`src/rtl/store_merge.sv`:
```
// Sub-word store unit: truncates rt to byte/half and merges it into the addressed
// RAM word by read-modify-write; word stores write straight through.
module store_merge #(
  parameter int unsigned ADDR_W = 10
) (
  input  logic              clk,
  input  logic              reset,
  input  logic              st_valid,
  output logic              st_ready,
  input  logic [31:0]       st_addr,
  input  logic [31:0]       st_data,
  input  logic [1:0]        st_size,
  output logic [ADDR_W-1:0] mem_addr,
  output logic              mem_re,
  input  logic [31:0]       mem_rdata,
  output logic              mem_we,
  output logic [31:0]       mem_wdata,
  output logic              done,
  output logic              addr_err
);

  localparam int unsigned DATA_W = 32;
  localparam int unsigned HALF_W = 16;
  localparam int unsigned LANE_W = 8;

  localparam logic [1:0] SZ_BYTE = 2'b00;
  localparam logic [1:0] SZ_HALF = 2'b01;
  localparam logic [1:0] SZ_WORD = 2'b10;

  typedef enum logic [2:0] {
    IDLE = 3'd0,
    RD   = 3'd1,
    WAIT = 3'd2,
    WR   = 3'd3,
    ERR  = 3'd4
  } state_t;

  state_t state, state_nx;

  logic              accept;
  logic              misaligned;
  logic [1:0]        cap_lane;
  logic              cap_half;
  logic [HALF_W-1:0] cap_data;
  logic [DATA_W-1:0] merged;
  logic              unused_addr_hi;

  // Address bits above the RAM word range carry no meaning for this RAM.
  assign unused_addr_hi = ^st_addr[31:ADDR_W+2];

  assign st_ready = (state == IDLE) && !reset;
  assign accept   = st_valid && st_ready;

  // Alignment check on the presented request.
  always_comb begin
    misaligned = 1'b0;
    case (st_size)
      SZ_BYTE: misaligned = 1'b0;
      SZ_HALF: misaligned = st_addr[0];
      SZ_WORD: misaligned = (st_addr[1:0] != 2'b00);
      default: misaligned = 1'b1;
    endcase
  end

  // Next-state logic.
  always_comb begin
    state_nx = state;
    case (state)
      IDLE: begin
        if (accept) begin
          if (misaligned)             state_nx = ERR;
          else if (st_size == SZ_WORD) state_nx = WR;
          else                        state_nx = RD;
        end
      end
      RD:      state_nx = WAIT;
      WAIT:    state_nx = WR;
      WR:      state_nx = IDLE;
      ERR:     state_nx = IDLE;
      default: state_nx = IDLE;
    endcase
  end

  // Lane merge of captured store data over the word read back from RAM.
  always_comb begin
    merged = mem_rdata;
    if (cap_half) begin
      if (cap_lane[1]) merged[31:16] = cap_data;
      else             merged[15:0]  = cap_data;
    end else begin
      case (cap_lane)
        2'd0:    merged[7:0]   = cap_data[LANE_W-1:0];
        2'd1:    merged[15:8]  = cap_data[LANE_W-1:0];
        2'd2:    merged[23:16] = cap_data[LANE_W-1:0];
        default: merged[31:24] = cap_data[LANE_W-1:0];
      endcase
    end
  end

  always_ff @(posedge clk or posedge reset) begin
    if (reset) state <= IDLE;
    else       state <= state_nx;
  end

  // Strobes are decoded from the next state so they are clean flop outputs.
  always_ff @(posedge clk or posedge reset) begin
    if (reset) begin
      mem_re   <= 1'b0;
      mem_we   <= 1'b0;
      done     <= 1'b0;
      addr_err <= 1'b0;
    end else begin
      mem_re   <= (state_nx == RD);
      mem_we   <= (state_nx == WR);
      done     <= (state_nx == WR);
      addr_err <= (state_nx == ERR);
    end
  end

  // Request capture and write-data register.
  always_ff @(posedge clk or posedge reset) begin
    if (reset) begin
      mem_addr  <= '0;
      mem_wdata <= '0;
      cap_lane  <= '0;
      cap_half  <= 1'b0;
      cap_data  <= '0;
    end else begin
      if (accept) begin
        mem_addr <= st_addr[ADDR_W+1:2];
        cap_lane <= st_addr[1:0];
        cap_half <= (st_size == SZ_HALF);
        cap_data <= st_data[HALF_W-1:0];
        if ((st_size == SZ_WORD) && !misaligned) mem_wdata <= st_data;
      end
      if (state == WAIT) mem_wdata <= merged;
    end
  end

endmodule

```
`config.mk`:
```
export PLATFORM = sky130hd
export DESIGN_NAME = store_merge
export DESIGN_NICKNAME = d
export VERILOG_FILES = /design/src/rtl/store_merge.sv
export SDC_FILE = /design/constraint.sdc
export NUM_CORES = 1
export LEC_CHECK = 0
export BUFFER_PORTS_ARGS = -buffer_cell sky130_fd_sc_hd__buf_2
export CORE_MARGIN = 4
export CORE_UTILIZATION = 47
export DETAILED_ROUTE_END_ITERATION = 16
export PLACE_DENSITY = 0.91
export SYNTH_ARGS = -nofsm -noshare
export SYNTH_HDL_FRONTEND = slang
export SYNTH_SLANG_ARGS = --single-unit
```
`constraint.sdc`:
```
create_clock -name clk -period 2.3 [get_ports clk]
set_input_delay 0.345 -clock clk [delete_from_list [all_inputs] [get_ports clk]]
set_output_delay 0.345 -clock clk [all_outputs]
set_load 0.05 [all_outputs]
```
# Word level (Yosys, flattened, before mapping)
# Cells that the tools add are included.
word_totals:
  ff_bits: 67
  word_cells: 46
classes:
  n_eq_ne: 9
  n_mux: 15
  n_reduce_logical: 13
op_table:
  columns: ["cell", "count"]
  rows:
  - ["32-bit two-way mux", 4]
  - ["16-bit two-way mux", 2]
  - ["8-bit two-way mux", 4]
  - ["3-bit case mux with 3 select lines", 1]
  - ["3-bit by 1-bit == test with 1-bit output (second input constant)", 2]
  - ["3-bit by 2-bit == test with 1-bit output (second input constant)", 2]
  - ["3-bit two-way mux", 2]
  - ["2-bit nonzero test", 3]
  - ["2-bit by 1-bit == test with 1-bit output (second input constant)", 2]
  - ["2-bit == test (second input constant)", 2]
  - ["2-bit zero test", 2]
  - ["3-bit == test (second input constant)", 1]
  - ["1-bit logical AND", 3]
  - ["3-bit zero test", 1]
  - ["1-bit case mux with 3 select lines", 1]
  - ["3-bit OR reduction", 1]
  - ["1-bit zero test", 2]
  - ["2-bit two-way mux", 1]
  - ["2-bit AND reduction", 1]

# Depth between registers and ports, before layout
# Gate-level depths: netlist of run 1.
logic_depth:
  depth_word: 7
  depth_mapped: 6

# Worst setup path before layout of run 1
# No wires, ideal clock.
synth_path:
  kind: "reg2reg"
  start: "reg state[0]"
  end: "reg mem_wdata[25]"
  arrival_time_ns: 1.923
  t_required_ns: 2.164
  path_slack_ns: 0.241
  stages_incl_launch_ff: 6
  synth_period_minus_slack_ns: 2.059
  cell_sequence: "dfrtp_1 > nor4_4 > nand3_2 > buf_2 > mux2i_1 > a21boi_1"
synth_between:
  elab_chain_len: 5
  elab_cells_between_ends: 8
  cone_classes: "eq/ne (1); mux (1); reduce/logical (6)"
synth_lines:
  columns: ["element", "line", "source"]
  rows:
  - ["start: declaration", "38", "state_t state, state_nx;"]
  - ["start signal: assignment", "102", "else state <= state_nx;"]
  - ["3-bit zero test", "51", "assign st_ready = (state == IDLE) && !reset;"]
  - ["1-bit logical AND", "51", null]
  - ["via st_ready", "9", "output logic st_ready,"]
  - ["1-bit logical AND", "52", "assign accept = st_valid && st_ready;"]
  - ["2-bit nonzero test (no line)", null, null]
  - ["2-bit AND reduction (no line)", null, null]
  - ["end signal: assignment", "134", "if ((st_size == SZ_WORD) && !misaligned) mem_wdata <= st_data;"]
  - ["end signal: assignment", "136", "if (state == WAIT) mem_wdata <= merged;"]
  - ["end: declaration", "17", "output logic [31:0] mem_wdata,"]
# The timed path passes the listed nets, and every way through them passes these cells.
# A chain may end at the register's enable or synchronous reset.

# Worst setup path after layout of run 1
layout_path:
  start: "reg cap_half"
  end: "reg mem_wdata[19]"
layout_between:
  elab_chain_len: 2
layout_lines:
  columns: ["element", "line", "source"]
  rows:
  - ["start: declaration", "43", "logic cap_half;"]
  - ["start signal: assignment", "132", "cap_half <= (st_size == SZ_HALF);"]
  - ["32-bit two-way mux", "87", "if (cap_half) begin"]
  - ["32-bit two-way mux", "136", null]
# No other way between the ends.

==> impl_metrics.ini, run 1 <==
[sta]
setup_violations = 0
slew_headroom = 0.577
finalSetupTns_ns = 0
final.setup_skew_ns = 0.0102
maxSlewViolCount = 0
rsz0062_at_grt = no
worst_pin_slew_ns = 0.633
max_freq_mhz = 531
fin_crit_ns = 1.88
fin_crit_sh = 0.819
hold_violations = 0
setup_ws_ns = 0.417

[yosys]
yosysWarnings = 0
synthFlopType = dfrtp_1
syn_area_um2 = 3290
avgSynthCellArea_um2 = 9.58
syn_inst = 344
ys_ff_latch = 67
synth_edf_count = 0
synth_top_area_cell = dfrtp_1
ys_async_sr_fraction = 1.00
synth_top_area_frac = 0.509
synth_cell_types = 40
syn_nets = 445
ys_seq_area_frac = 0.509
synth_area_leaders = dfrtp_1 51%, nand2_1 14%, mux2i_1 6.4%, a22oi_1 6.2%, a31oi_1 2.7%

[cts]
cts.sinks = 67
cts_setup_buffers = 0
cts_hold_buf = 0
cts_tree = yes
clockBufferDepth = 2
clock_latency_ns = 0.35
htree_levels = 3
cts_resized = 0
cts-root-buf = clkbuf_8
cts.clk_slew.worst_paths_ns = 0.08
numCtsBuffers = 9

[setup_path]
reg2reg_slack_ns = 0.42
critical_path.startpoint_type = register
crit_fanout = 12
reg2regPathDepth = 4
cp.arrival_ns = 2.10
setup.worst_path.class = register to register
endpoint_kind = register
critPathRequiredTime_ns = 2.52

[job]
drv_cap = 0

[floorplanning]
initial_core_util = 0.485
fp.dieArea_um2 = 8410
die_h_um = 91.7
core.rowCount = 30
ios = 148
die_w_um = 91.7
core_area_um2 = 6790

[global_route]
grt_pass1_wl_mm = 15.3
grt-ovfl-total = 0
grt_pass1_vias = 3137
grt_usage = 0.232
grt_max_degree = 57
antenna_found_initial = 3

[pwr]
vdd_drop_max_v = 0.000864
leakage_nw = 2.24
power.density_nw_per_um2 = 1660

[detailed_routing]
ant_nets = 0
routed_via_density = 5.51
num_vias = 3137
avgRoutedWirePerCell_um = 16.7
firstDrtPassIters = 5
wirelength_mm = 9.49
drc = 0
first_iter_violations = 227

[final_layout]
nets = 568
layout_commonest_cell = buf_2
final_cell_mix = 127 x buf_2, 122 x nand2_1, 67 x dfrtp_1
drive_gt1_frac = 0.358
area_growth_pct = 27.8

[placed_design]
hpwl_mm = 6.89
dpl_worst_slack_ns = 0.405
gp_congestion = 0.887
port_buffers = 127

[outcome]
status = complete, no violations

[min_path]
holdCritPathClass = input port to async pin
-- stage by stage --
| stage | utilization | cells | cell area (um2) | hold slack, ns | total power [mW] |
|---|---|---|---|---|---|
| 2_1_floorplan | - | 344 | 3290 | 0.446 | 5.10 |
| 3_3_place_gp | 0.591 | 552 | 4010 | 0.455 | 5.89 |
| 3_5_place_dp | 0.591 | 552 | 4010 | 0.458 | 6.03 |
| 4_1_cts | 0.619 | 568 | 4210 | 0.104 | 7.01 |
| 5_1_grt | 0.620 | 569 | 4210 | 0.116 | 7.44 |
| 6_report | 0.620 | 569 | 4210 | 0.0921 | 6.98 |
-- path summary, 6_finish.rpt --
path                        startpoint            end
min                              reset       addr_err
max reg2reg                   cap_half  mem_wdata[19]
max in group asynchronous        reset  mem_wdata[17]
min in group clk            st_addr[8]    mem_addr[6]
max                           cap_half  mem_wdata[19]
min reg2reg                mem_addr[9]    mem_addr[9]
-- metal layers --
layer	wire length, um	share of wire	vias up	global-route usage
met5	22	0.0023	-	0
met4	264	0.028	4	0.113
met3	839	0.088	30	0.0689
met2	4530	0.48	162	0.364
met1	3830	0.40	1485	0.292
li1	-	-	1456	-
-- state kept, by name (all words and copies together) (netlist names) --
name and count:
done 1, addr_err 1, mem_re 1, mem_addr 10
mem_wdata 32, cap_data 16, cap_half 1, state 3
cap_lane 2
-- critical path, stage by stage (launching register included) --
cell and delay, ns:
dfrtp_1 0.52, nor2b_1 0.32, nand2b_1 0.55, mux2i_1 0.28, a22oi_1 0.09
-- logic make-up (layout without fill, tap and decap cells) --
| logic type | Yosys count | in the layout | synth area share |
|---|---|---|---|
| muxes | 21 | 21 | 0.0638 |
| and+or+nand+nor | 138 | 138 | 0.179 |
| AOI/OAI and AO/OA | 90 | 90 | 0.201 |
| buffers and inverters | 28 | 156 | 0.0475 |
| other | 0 | 1 | 0 |
| DFF | 67 | 67 | 0.509 |
-- cell usage after synthesis, drive strengths merged (2+ instances only) --
cell / n
nand2b: 2
mux2i: 21
a2bb2oi: 8
a21boi: 7
dfrtp: 67
o21ai: 4
nand3: 3
a22oi: 31
o211ai: 8
nand2: 122
a31oi: 14
buf: 15
nor2: 3
clkbuf: 11
a21oi: 14
-- area by class of cell --
type                       count  area [um2]
fill                         565        2580
sequential                    67        1680
multi-input combinational    249        1470
timing repair buffer         138         743
clock buffer                   9         124
tap                           96         120
clock inverter                 7        68.8
inverter                       2        7.51
antenna                        1        2.50
-- power breakdown --
group	switching (mW)	internal (mW)
combinational	2.66	1.18
clock	0.472	0.496
sequential	0.431	1.74
(Power assumes the default switching activity.)
==> run 2: changes to the inputs <==
ABC_AREA = 1   (was default)
CORE_UTILIZATION = 51   (was 47)
PLACE_DENSITY = 0.93   (was 0.91)
clock period = 1.9 ns   (was 2.3 ns; I/O delays follow)
==> run 2 against run 1 <==
Non-clock buffer count rose by 2. Setup slack worse by 0.22 ns. Count of clock-buffer cells in the layout up 1. Critical endpoint is now mem_wdata[24].
==> impl_metrics.ini, run 2 <==
[cts]
numCtsBuffers = 9
clockBufferDepth = 2
cts.sinks = 67
cts_tree = yes
htree_levels = 3
clock_latency_ns = 0.36
cts_setup_buffers = 0
cts-root-buf = clkbuf_8
cts_resized = 0
cts_hold_buf = 0
cts.clk_slew.worst_paths_ns = 0.08

[final_layout]
multi_input_area_um2 = 2020
nets = 857
final_cells = 863
final_cell_mix = 301 x nand2_1, 127 x buf_2, 82 x nand3_1
ff_latch_area_um2 = 1680
largest_reg_flops = 32
layout_commonest_cell = nand2_1
top_register = mem_wdata
antenna_cells = 0
drive_gt1_frac = 0.240
reg_top3 = mem_wdata (32), cap_data (16), mem_addr (10)
nFillCells = 730
area_growth_pct = 21.1

[placed_design]
port_buffers = 127
gp_congestion = 0.897
dp_cells = 847
hpwl_mm = 9.25

[setup_path]
crit_fanout = 35
slowest_delay_ns = 0.44
critPathRequiredTime_ns = 2.15
reg2regPathDepth = 6
critical_path.startpoint_type = register
cp.arrival_ns = 1.95
path_cells = nor2_4 -> nand2_4 -> inv_2 -> or2_2 -> nand3_1 -> nand2_1
setup.worst_path.class = register to register
crit_slowest_cell = dfrtp_1
endpoint_kind = register

[yosys]
synth_top_area_cell = dfrtp_1
yosysWarnings = 0
synth_top_area_frac = 0.403
yosys-top-cells-count = 301 x nand2_1, 82 x nand3_1, 68 x inv_1
synthMuxAreaShare = 0
synth_edf_count = 0
syn_area_um2 = 4160
ys_ff_latch = 67
avgSynthCellArea_um2 = 6.50
ys_async_sr_fraction = 1.00
synth_area_leaders = dfrtp_1 40%, nand2_1 27%, nand3_1 9.9%, inv_1 6.1%, o21ai_0 3.5%
ys_seq_area_frac = 0.403
synth-xor-area-share = 0
syn_nets = 741
yosysMostFrequentCell = nand2_1
synthAdderAreaFrac = 0
synth-compound-area-share = 0.0689
syn_inst = 640
synthFlopType = dfrtp_1
synth-simple-area-share = 0.415
synth_cell_types = 23
synth_top_family_by_area = simple AND/OR/NAND/NOR gates

[global_route]
grt.met1_usage = 0.324
antenna_found_initial = 0
gr-max-usage-layer = met2
grt_pass1_vias = 4441
grt_use_met3 = 0.0614
grt_max_degree = 41
grt_pass1_wl_mm = 20.9
grt_usage = 0.262
grt_use_met2 = 0.451
grt-ovfl-total = 0

[sta]
setup_violations = 0
hold_violations = 0
final.setup_skew_ns = 0.0116
fin_crit_sh = 0.896
max_freq_mhz = 587
fin_crit_ns = 1.70
finalSetupTns_ns = 0
slew_headroom = 0.658
worst_pin_slew_ns = 0.513
whs_ns = 0.0479
maxSlewViolCount = 0
rsz0062_at_grt = no

[detailed_routing]
wirelength_mm = 12.7
avgRoutedWirePerCell_um = 14.7
ant_nets = 0
routed_via_density = 5.30
firstDrtPassIters = 6
drc = 0
first_iter_violations = 328
num_vias = 4570

[pwr]
vdd_drop_max_v = 0.00124
power.density_nw_per_um2 = 1950
totalPowerFinal_mw = 9.81
leakage_nw = 3.03

[outcome]
status = complete, no violations

[floorplanning]
die_h_um = 98.3
core_area_um2 = 7810
core.rowCount = 32
ios = 148
fp.dieArea_um2 = 9660
initial_core_util = 0.533
die_w_um = 98.3

[job]
drv_cap = 0

[min_path]
holdCritPathClass = input port to async pin
## run 2: changes by cell type after synthesis, moves of 21 or more
cell / delta
inv_1: +67
o21ai_0: +27
nand3_1: +80
mux2i_1: -21
a22oi_1: -27
nand2_1: +179
## run 2: metal layers
metal / vias to the layer above / part of all wire / wire length, um
met2: 208 / 0.49 / 6180
met4: 0 / 0.020 / 259
li1: 2202 / - / -
met3: 28 / 0.076 / 966
met1: 2132 / 0.42 / 5300
met5: - / 0 / 0
## run 2: report_power, final
part           total (mW)  leakage (nW)  switching, mW  internal, mW
logic                5.95          2.10           4.37          1.58
clock network        1.23        0.0987          0.591         0.642
registers            2.63         0.833          0.521          2.11
total                9.81          3.03           5.49          4.32
## run 2: path summary, 6_finish.rpt
path / endpoint / from / slack, ns
max: mem_wdata[24] / state[0] / 0.20
min: mem_wdata[29] / reset / 0.05
max reg2reg: mem_wdata[24] / state[0] / 0.20
min reg2reg: mem_wdata[2] / mem_wdata[2] / 0.48
max in group asynchronous: cap_data[9] / reset / 1.42
min in group clk: mem_addr[8] / st_addr[10] / 0.13
## run 2: logic make-up (layout without fill, tap and decap cells)
logic type | count (synthesis) | count (layout)
AOI/OAI and AO/OA | 55 | 55
and+or+nand+nor | 411 | 411
DFF | 67 | 67
buffers and inverters | 107 | 228
## run 2: layout make-up
type                       count  area share
multi-input combinational    466       0.401
sequential                    67       0.333
timing repair buffer         140       0.146
inverter                      72      0.0549
clock buffer                  10      0.0273
tap                          102      0.0253
clock inverter                 6      0.0127
## run 2: metrics by stage
stage | instance area, um2 | utilization | setup slack (ns)
2_1_floorplan | 4170 | - | 0.214
3_3_place_gp | 4830 | 0.619 | 0.291
3_5_place_dp | 4830 | 0.619 | 0.228
4_1_cts | 5030 | 0.645 | 0.223
5_1_grt | 5030 | 0.645 | 0.0792
6_report | 5030 | 0.645 | 0.197
## run 2: worst max-delay path, delay by kind of cell, from the launching register on
family	cells	cell delay, ns
buf+inv	1	0.25
flops	1	0.44
simple gates	5	0.90
==> run 3: changes to the inputs <==
==> constraint.sdc (replaced) <==
create_clock -name clk -period 1.9 [get_ports clk]
set_input_delay 0.38 -clock clk [delete_from_list [all_inputs] [get_ports clk]]
set_output_delay 0.38 -clock clk [all_outputs]
set_load 0.05 [all_outputs]
==> run 3 against run 2 <==
Hold slack got worse by 0.034 ns. Fmax decreased by 4.8%. Count of clock-buffer cells in the layout decreased by 1. Wire length increased by 0.88%. Cell area increased by 1.2%. Sequential power about the same. Power increased by 2.1%. Non-clock buffer count increased by 3.
==> impl_metrics.ini, run 3 (synthesis gave the netlist of run 2 again) <==
[outcome]
status = complete, no violations

[sta]
fin_crit_ns = 1.79
setup_violations = 0
maxSlewViolCount = 0
finalSetupTns_ns = 0
rsz0062_at_grt = no
slew_headroom = 0.688
fin_crit_sh = 0.942
worst_pin_slew_ns = 0.467
hold_violations = 0
final.setup_skew_ns = 0.0138
max_freq_mhz = 559

[detailed_routing]
highest_layer = met4
firstDrtPassIters = 5
dr_wl_met2_mm = 6.37
ant_nets = 0
wirelength_mm = 12.8
num_vias = 4589
routed_via_density = 5.30
met1_length_mm = 5.04
avgRoutedWirePerCell_um = 14.8
drc = 0
wl_met3_mm = 1.14
first_iter_violations = 362

[final_layout]
area_growth_pct = 22.6
drive_gt1_frac = 0.243
nets = 860
antenna_cells = 0
final_cell_mix = 301 x nand2_1, 126 x buf_2, 82 x nand3_1
fin_util = 0.653
largest_reg_flops = 32
layout_commonest_cell = nand2_1
top_register = mem_wdata
reg_top3 = mem_wdata (32), cap_data (16), mem_addr (10)

[global_route]
grt_usage = 0.269
grt-ovfl-total = 0
antenna_found_initial = 0
grt_max_degree = 37
grt_pass1_wl_mm = 21.3
grt_pass1_vias = 4499

[pwr]
power.density_nw_per_um2 = 1960
intPower_mw = 4.46
swShare = 0.554
power.switching_mw = 5.55
totalPowerFinal_mw = 10.0
p_comb_frac = 0.599
clkPwrFrac = 0.138
seq_power_share = 0.263
vdd_drop_max_v = 0.00114
leakage_nw = 3.06

[job]
drv_cap = 0

[floorplanning]
core_area_um2 = 7810
core.rowCount = 32
initial_core_util = 0.533
die_w_um = 98.3
ios = 148
fp.dieArea_um2 = 9660
die_h_um = 98.3

[setup_path]
crit_fanout = 4
critPathRequiredTime_ns = 1.52
slowest_delay_ns = 0.46
crit_slowest_cell = dfrtp_1
critical_path.startpoint_type = register
endpoint_kind = output port
setup.worst_path.class = register to output port
path_cells = nor4_2 -> buf_4
cp.arrival_ns = 1.41

[placed_design]
hpwl_mm = 9.45
gp_congestion = 0.897
port_buffers = 127

[cts]
cts.sinks = 67
cts_tree = yes
clockBufferDepth = 2
numCtsBuffers = 9
clock_latency_ns = 0.36
cts-root-buf = clkbuf_8
htree_levels = 3
cts.clk_slew.worst_paths_ns = 0.09

[min_path]
holdCritPathClass = input port to async pin
==> run 3: cell count changes in the layout (fill, tap and decap cells not counted) <==
cell / previous run / this run
clkinv_2: 2 / 0
clkinv_4: 0 / 2
buf_12: 0 / 1
buf_4: 13 / 16
buf_2: 127 / 126
clkbuf_8: 10 / 9
bufinv_16: 1 / 2
==> run 3: power groups by stage <==
stage | registers (mW) | clock network, mW | logic (mW)
CTS | 2.62 | 1.39 | 5.99
floorplan | 4.09 | 0 | 3.08
finish | 2.63 | 1.38 | 6.00
global route | 2.71 | 1.45 | 6.58
detailed placement | 2.63 | 0 | 5.96
global placement | 2.59 | 0 | 5.79
==> run 3: cell type report <==
type | instances | area, um2
clock buffer | 9 | 124
clock inverter | 7 | 101
fill | 714 | 2710
inverter | 72 | 277
multi-input combinational | 466 | 2020
sequential | 67 | 1680
tap | 102 | 128
timing repair buffer | 143 | 771
==> run 3: per-layer routing <==
layer / up-vias / track usage
met2: 223 / 0.448
met1: 2139 / 0.341
li1: 2200 / -
met4: 0 / 0.0882
met3: 27 / 0.0686
met5: - / 0
==> run 3: final timing paths <==
path | from | to | slack (ns) | depth (start not counted)
max in group asynchronous | reset | mem_addr[2] | 1.38 | 3
max | state[1] | st_ready | 0.11 | 2
min | reset | mem_wdata[31] | 0.01 | 2
max reg2reg | state[2] | mem_wdata[31] | 0.18 | 6
min in group clk | st_addr[6] | mem_addr[4] | 0.21 | 3
min reg2reg | mem_wdata[14] | mem_wdata[14] | 0.48 | 2
==> run 3: what timing repair did <==
item	4_1_cts	5_1_grt
hold buffers	0	0
gates resized for setup	0	2
setup buffers	0	0
endpoints found under the hold margin	0	0
setup endpoints to repair	0	1
==> run 3: critical path, delay by kind of cell, from the launching register on <==
family	cells	cell delay [ns]
and+or+nand+nor	1	0.33
DFF	1	0.46
buffers and inverters	1	0.26
==> run 3: stage by stage <==
stage	setup slack [ns]	hold WS, ns	instances	area [um2]
finish	0.110	0.0139	866	5100
global placement	0.291	0.389	850	4870
CTS	0.0424	0.0190	866	5090
detailed placement	0.191	0.411	850	4870
global route	0.0306	0.0238	866	5100
floorplan	0.119	0.474	640	4170
